--- config.mk ---
export PLATFORM = sky130hd
export DESIGN_NAME = ldd_stream_decoder
export DESIGN_NICKNAME = d
export VERILOG_FILES = /design/src/rtl/ldd_stream_pkg.sv /design/src/rtl/ldd_lo_detect.sv /design/src/rtl/ldd_stream_decoder.sv
export SDC_FILE = /design/constraint.sdc
export NUM_CORES = 1
export LEC_CHECK = 0
export ABC_CLOCK_PERIOD_IN_PS = 1900
export BUFFER_PORTS_ARGS = -buffer_cell sky130_fd_sc_hd__buf_4
export CORE_MARGIN = 10
export CORE_UTILIZATION = 48
export DETAILED_ROUTE_END_ITERATION = 10
export MAX_ROUTING_LAYER = met4
export PLACE_DENSITY = 0.76
export REMOVE_ABC_BUFFERS = 1
export SLEW_MARGIN = 10
export SYNTH_ARGS = -nofsm -noshare
export SYNTH_HDL_FRONTEND = slang
export SYNTH_HIERARCHICAL = 1
export SYNTH_SLANG_ARGS = --single-unit
export TNS_END_PERCENT = 5
--- constraint.sdc ---
create_clock -name clk -period 1.9 [get_ports clk]
set_input_delay 0.19 -clock clk [delete_from_list [all_inputs] [get_ports clk]]
set_output_delay 0.19 -clock clk [all_outputs]
set_load 0.02 [all_outputs]
--- src/rtl/ldd_stream_pkg.sv ---
// Shared helpers for the lowest-set-bit stream decoder.
// Latency: n/a (constants and combinational functions only).
// Backpressure: n/a.
//
// Widths derived from the module parameters are computed with idx_w_f and
// sel_n_f so that ports, sub-modules and the result struct agree.
// lo_index_f supports words up to LDD_MAX_W bits.
package ldd_stream_pkg;

  localparam int LDD_MAX_W = 64;

  // Width of an index that must also be able to encode "no bit set" (= w).
  function automatic int idx_w_f(input int w);
    return $clog2(w + 1);
  endfunction

  // Number of one-hot select outputs for {mode, sel_w low data bits}.
  function automatic int sel_n_f(input int sel_w);
    return 2 ** (sel_w + 1);
  endfunction

  // Index of the lowest set bit among the low w bits of data; w when none set.
  // Scanning downward lets the lowest set bit be the last assignment.
  function automatic int lo_index_f(input logic [LDD_MAX_W-1:0] data, input int w);
    int idx;
    idx = w;
    for (int i = LDD_MAX_W - 1; i >= 0; i--) begin
      if ((i < w) && data[i]) idx = i;
    end
    return idx;
  endfunction

endpackage

--- src/rtl/ldd_lo_detect.sv ---
// Combinational lowest-set-bit detector: one-hot position, binary index, zero flag.
// Latency: 0 cycles (purely combinational).
// Backpressure: none; the caller owns all handshaking.
//
// Ports:
//   data   - W-bit word to scan (W <= LDD_MAX_W)
//   onehot - bit k set iff data[k]=1 and data[k-1:0]=0; zero for a zero word
//   index  - k as above, W for a zero word
//   zero   - data is all zeros
module ldd_lo_detect
  import ldd_stream_pkg::*;
#(
  parameter int W     = 8,
  parameter int IDX_W = idx_w_f(W)
) (
  input  logic [W-1:0]     data,
  output logic [W-1:0]     onehot,
  output logic [IDX_W-1:0] index,
  output logic             zero
);

  // Two's-complement trick: data & -data isolates the lowest set bit.
  assign onehot = data & (~data + W'(1));
  assign index  = IDX_W'(lo_index_f(LDD_MAX_W'(data), W));
  assign zero   = ~|data;

endmodule

--- src/rtl/ldd_stream_decoder.sv ---
// Pipelined decoder: lowest set bit, {mode,sel} one-hot and saturating zero-word count.
// Latency: 2 cycles from input transfer to out_valid; 1 beat/cycle throughput.
// Backpressure: out_ready stalls S2, in_ready = ~s1_valid | s2_take (combinational).
//
// Ports:
//   clk, rst_n           - clock (rising edge), asynchronous active-low reset
//   in_valid/in_ready    - input handshake; in_data (W bits) and in_mode sampled on transfer
//   out_valid/out_ready  - output handshake; out_* held stable while stalled
//   out_lo_onehot/index  - lowest set bit (one-hot / binary, index = W for zero word)
//   out_zero             - word was all zeros
//   out_sel_onehot       - one-hot of {in_mode, in_data[SEL_W-1:0]}
//   out_par              - XOR of the word when LDD_STREAM_PARITY_EN is defined, else 0
//   zero_cnt             - saturating count of zero words loaded into S2; reset-only clear
module ldd_stream_decoder
  import ldd_stream_pkg::*;
#(
  parameter int W     = 8,
  parameter int SEL_W = 3,
  parameter int CNT_W = 16
) (
  input  logic                    clk,
  input  logic                    rst_n,
  input  logic                    in_valid,
  output logic                    in_ready,
  input  logic [W-1:0]            in_data,
  input  logic                    in_mode,
  output logic                    out_valid,
  input  logic                    out_ready,
  output logic [W-1:0]            out_lo_onehot,
  output logic [$clog2(W+1)-1:0]  out_lo_index,
  output logic                    out_zero,
  output logic [2**(SEL_W+1)-1:0] out_sel_onehot,
  output logic                    out_par,
  output logic [CNT_W-1:0]        zero_cnt
);

  localparam int IDX_W = idx_w_f(W);
  localparam int SEL_N = sel_n_f(SEL_W);

  typedef struct packed {
    logic [W-1:0]     onehot;
    logic [IDX_W-1:0] index;
    logic             zero;
    logic [SEL_N-1:0] sel;
  } res_t;

  logic             s1_valid;
  logic [W-1:0]     s1_data;
  logic             s1_mode;
  logic             s2_take;

  logic [W-1:0]     lo_onehot;
  logic [IDX_W-1:0] lo_index;
  logic             lo_zero;
  logic [SEL_W:0]   sel_idx;
  res_t             dec;
  res_t             s2_q;

  // S2 can accept whenever it is empty or its beat leaves this cycle,
  // so a full pipeline still streams one beat per cycle.
  assign s2_take  = ~out_valid | out_ready;
  assign in_ready = ~s1_valid | s2_take;

  // ---------------- Stage 1: capture the beat ----------------
  always_ff @(posedge clk or negedge rst_n) begin
    if (!rst_n) begin
      s1_valid <= 1'b0;
      s1_data  <= '0;
      s1_mode  <= 1'b0;
    end else if (in_ready) begin
      s1_valid <= in_valid;
      // Data only moves on a real transfer; idle cycles leave it untouched.
      if (in_valid) begin
        s1_data <= in_data;
        s1_mode <= in_mode;
      end
    end
  end

  // ---------------- Decode between S1 and S2 ----------------
  ldd_lo_detect #(
    .W     (W),
    .IDX_W (IDX_W)
  ) u_lo_detect (
    .data   (s1_data),
    .onehot (lo_onehot),
    .index  (lo_index),
    .zero   (lo_zero)
  );

  assign sel_idx = {s1_mode, s1_data[SEL_W-1:0]};

  always_comb begin
    dec        = '0;
    dec.onehot = lo_onehot;
    dec.index  = lo_index;
    dec.zero   = lo_zero;
    dec.sel    = SEL_N'(1) << sel_idx;
  end

  // ---------------- Stage 2: registered results ----------------
  always_ff @(posedge clk or negedge rst_n) begin
    if (!rst_n) begin
      out_valid <= 1'b0;
      s2_q      <= '0;
      zero_cnt  <= '0;
    end else if (s2_take) begin
      out_valid <= s1_valid;
      // A bubble leaves the previous results in place.
      if (s1_valid) begin
        s2_q <= dec;
        if (dec.zero && (zero_cnt != {CNT_W{1'b1}})) begin
          zero_cnt <= zero_cnt + CNT_W'(1);
        end
      end
    end
  end

  assign out_lo_onehot  = s2_q.onehot;
  assign out_lo_index   = s2_q.index;
  assign out_zero       = s2_q.zero;
  assign out_sel_onehot = s2_q.sel;

`ifdef LDD_STREAM_PARITY_EN
  logic par_q;

  // Same load/hold rule as the rest of S2 so parity stays aligned with its beat.
  always_ff @(posedge clk or negedge rst_n) begin
    if (!rst_n) begin
      par_q <= 1'b0;
    end else if (s2_take && s1_valid) begin
      par_q <= ^s1_data;
    end
  end

  assign out_par = par_q;
`else
  assign out_par = 1'b0;
`endif

endmodule

Word-level counts from Yosys, hierarchy flattened
Cells that the tools add are included.
Word-level totals
  register bits: 56
  input bits: 13
  output and inout port bits: 48
Operators by class
  add/sub/neg operators: 2
  equality and inequality tests: 1
  shift-type cells: 1
  multiplexer cells: 8
  bitwise gates (word level): 6
  reduce and logical (&&, ||, !) cells: 6
Operators by type and width (count)
  4-bit two-way mux: 8
  16-bit by 1-bit adder with 16-bit output, second input constant: 1
  16-bit inequality test, second input constant: 1
  1-bit by 4-bit << shifter with 16-bit output, first input constant: 1
  8-bit by 1-bit adder with 8-bit output, second input constant: 1
  8-bit AND: 1
  8-bit inverter: 1
  8-bit OR reduction: 1
  2-bit AND reduction: 2
  3-bit AND reduction: 1
  1-bit inverter: 2
  1-bit OR: 2
  1-bit logical AND: 1
  1-bit logical NOT: 1

Logic depth before layout (Yosys ltp)
  depth after elaboration: 8
  depth in mapped cells: 6
  mapped depth without buffers: 6

Hierarchy
The synthesis kept the hierarchy.
Modules (own cells, without submodules)
  ldd_stream_decoder: instances 1, cells an instance 191, area each 2396.0 um2, sequential area each 1401.3 um2
  ldd_lo_detect: instances 1, cells an instance 25, area each 157.7 um2, sequential area each 0.0 um2

Worst setup path before layout
Ideal clock, no wire load.
  kind: register -> register
  start point: register s1_data[2]
  end point: register zero_cnt[14]
  setup time: 0.079 ns
  data arrival time: 1.786 ns
  required time: 1.821 ns
  setup slack: 0.035 ns
  stages on the path, launching flop included: 7
  cell sequence: dfrtp_1 > nor4_4 > and3_1 > nand3_1 > buf_6 > nor4_1 > mux2i_1
RTL lines
  start, declared: line ldd_stream_decoder.sv:48  | logic [W-1:0] s1_data;
  start signal, assigned: line ldd_stream_decoder.sv:74  | s1_data <= in_data;
  end signal, assigned: line ldd_stream_decoder.sv:113  | zero_cnt <= zero_cnt + CNT_W'(1);
  end, declared: line ldd_stream_decoder.sv:34  | output logic [CNT_W-1:0] zero_cnt

==> impl_metrics.yaml <==
run_status:
  status: "complete, but fails checks"
  violations: "setup timing"
sta:
  fin_ws_ns: -0.00179
  worst_slew_pin_slew_ns: 0.697
  setup_viol: 1
  finalHoldViolations: 0
  min_period_ns: 1.90
  timing.slew.headroom: 0.535
  report.final.slew_viol_count: 0
  rsz0062_at_grt: "true"
  fmax_mhz: 526
  skew_ns: 0.00721
  period_share: 1.00
yosys:
  synth_warnings: 6
  netlist_area_um2: 2550
  synth_seq_cells: 56
  yosysSeqAreaShare: 0.549
  synthDistinctLibCells: 40
  postSynthCellCount: 216
  syn_avg_cell_area_um2: 11.8
placement:
  place_congestion: 0.854
  dp_hpwl_um: 4180
  dpl.cell_count: 353
  portBuffers: 59
floorplan:
  die_w_um: 92.9
  rows: 26
  dieArea_um2: 8640
  pin_count: 61
  core_area_um2: 5140
  start_util: 0.497
  dieHeight_um: 92.9
clock_network:
  cts.sinks: 56
  numCtsBuffers: 5
  cts_tree: "yes"
  cts.reportedPaths.clkPinSlew_ns: 0.10
  clk_latency_ns: 0.32
  htreeDepth: 2
  cts_setup_buffers: 0
  cts_root_buf: "clkbuf_8"
  cts_max_path_buffers: 2
cells_and_area:
  areaGrowthSynthToFinish_pct: 31.1
  nNetsFinal: 305
  fin_util: 0.651
  layout_commonest_cell: "buf_4"
  fillers: 449
  antenna_cells: 0
  fin_cells: 362
  final_cell_mix: "74 x buf_4, 56 x dfrtp_1, 29 x nand2_1, 21 x mux2_2, 12 x xor2_1"
  layout-drive-gt1-share: 0.421
run:
  max_cap_viol_count: 0
worst_setup_path:
  worstSetupPathType: "reg -> reg"
  slowest_stage: "dfrtp_1"
  end_kind: "register"
  critPathMostFrequentCell: "nor4b_2"
  cp.required_ns: 2.15
  cp-start-kind: "register"
  cp_max_fo: 3
  cpPeakStageDelay_ns: 0.42
  path_cells: "nor4_4, and3_4, nand2_1, nor4b_2, nor4b_2, xor2_1"
  critPathArrivalTime_ns: 2.15
drt:
  ant_nets: 0
  wirelength_um: 5990
  first_pass_iters: 4
  drtIter0Drc: 119
  wl_per_cell_um: 16.5
  vias_per_cell: 5.30
  drc: 0
  via_count: 1918
pwr:
  ir_drop_mv: 0.507
  powerDensity_nw_per_um2: 785
  p_leak_nw: 1.61
global_route:
  antenna_found_initial: 0
  grt_max_degree: 57
  overflow: 0
  grt_usage: 0.142
  grt_pass1_wl_um: 9760
  first_global_vias: 1984
hold_path:
  hold_class: "in -> reg"
worst max-delay path, delay by kind of cell (launching register included):
kind / cells / cell delay (ns)
flip-flops: 1 / 0.42
XOR/XNOR: 1 / 0.17
AND/OR/NAND/NOR: 5 / 1.23
routing by layer:
metal  up-vias  global-route usage  routed length (um)
met2        46               0.234                3090
li1        926                   -                   -
met3         7              0.0282                 247
met4         0              0.0578                  93
met5         -                   -                   0
met1       939               0.166                2550
worst paths after layout:
kind | to | depth (start not counted) | slack (ns) | start
worst max-delay path | zero_cnt[12] | 6 | -0.002 | s1_data[3]
worst min-delay path | s1_valid | 2 | 0.09 | in_valid
worst max register to register | zero_cnt[12] | 6 | -0.002 | s1_data[3]
worst min register to register | out_sel_onehot[14] | 2 | 0.49 | out_sel_onehot[14]
max in group asynchronous | zero_cnt[11] | 2 | 0.97 | rst_n
min in group asynchronous | s1_data[7] | 2 | 0.47 | rst_n
synthesized netlist by cell type:
library cell   n  area (um2)
dfrtp_1       56        1400
nand2_1       29         109
mux2_2        21         236
xor2_1        12         105
o31ai_1        9        67.6
nor2_1         8        30.0
and3_1         6        37.5
nand2b_1       6        37.5
nor3_1         6        30.0
o41ai_1        6        52.6
nand4_1        5        31.3
nor4_1         5        31.3
inv_1          4        15.0
nand3_1        4        20.0
nor4b_1        4        35.0
clkbuf_1       3        11.3
o21ai_0        3        15.0
buf_4          2        15.0
buf_6          2        22.5
nor2b_1        2        12.5
nor4_4         2        42.5
nor4b_2        2        30.0
xnor2_1        2        17.5
a21boi_0       1        7.51
a21oi_1        1        5.00
and2_1         1        6.26
and2_2         1        7.51
and4_1         1        8.76
buf_2          1        5.00
conb_1         1        3.75
ha_1           1        12.5
mux2_4         1        15.0
mux2i_1        1        10.0
nand2b_2       1        8.76
nand3b_1       1        7.51
nand4_4        1        21.3
nor2_2         1        6.26
nor3b_1        1        7.51
o21bai_1       1        7.51
or4_1          1        7.51
repair_timing:
item | CTS | global route
endpoints found under the setup margin | 3 | 11
hold endpoints to repair | 56 | 0
pin swaps | 0 | 2
resized for setup | 1 | 14
hold buffers | 1 | 0
final cells by class:
class | instances | area (um2) | area share
clock inverter | 3 | 22.5 | 0.00673
inverter | 4 | 15.0 | 0.00449
multi-input combinational | 148 | 1170 | 0.351
tap | 70 | 87.6 | 0.0262
sequential | 56 | 1400 | 0.419
timing repair buffer | 76 | 577 | 0.172
clock buffer | 5 | 68.8 | 0.0206
report_power, final:
group | internal (W) | switching (W)
combinational | 0.000258 | 0.000324
clock | 0.000265 | 0.000413
sequential | 0.00129 | 0.0000715
logic make-up (layout without fill, tap and decap cells):
family,count (synthesis),in the layout,share of synthesized area
flops,56,56,0.549
other cells,1,1,0.00147
buf+inv,12,88,0.0269
xor+xnor,14,14,0.0480
mux,23,23,0.102
compound gates,21,21,0.0608
fa+ha+maj,1,1,0.00490
simple gates,88,88,0.207
stage by stage:
| step | setup WS, ns | area, um2 | hold WS (ns) | TNS, ns | power (W) |
|---|---|---|---|---|---|
| CTS | -0.0101 | 3260 | 0.0866 | -0.0188 | 0.00264 |
| floorplan | -0.0352 | 2500 | -0.106 | -0.0818 | 0.00169 |
| global route | -0.146 | 3350 | 0.0839 | -0.261 | 0.00277 |
| finish | -0.00179 | 3350 | 0.0923 | -0.00179 | 0.00263 |
| detailed placement | 0.0145 | 3150 | 0.282 | 0 | 0.00198 |
| global placement | 0.111 | 3150 | 0.281 | 0 | 0.00197 |
registers in the layout, summed over array words and instances (netlist names):
| signal | count |
|---|---|
| out_sel_onehot | 16 |
| out_zero | 1 |
| out_lo_onehot | 8 |
| s1_data | 8 |
| out_valid | 1 |
| s1_valid | 1 |
| zero_cnt | 16 |
| s1_mode | 1 |
| out_lo_index | 4 |
Note: power is estimated with default switching activity, not from simulation.
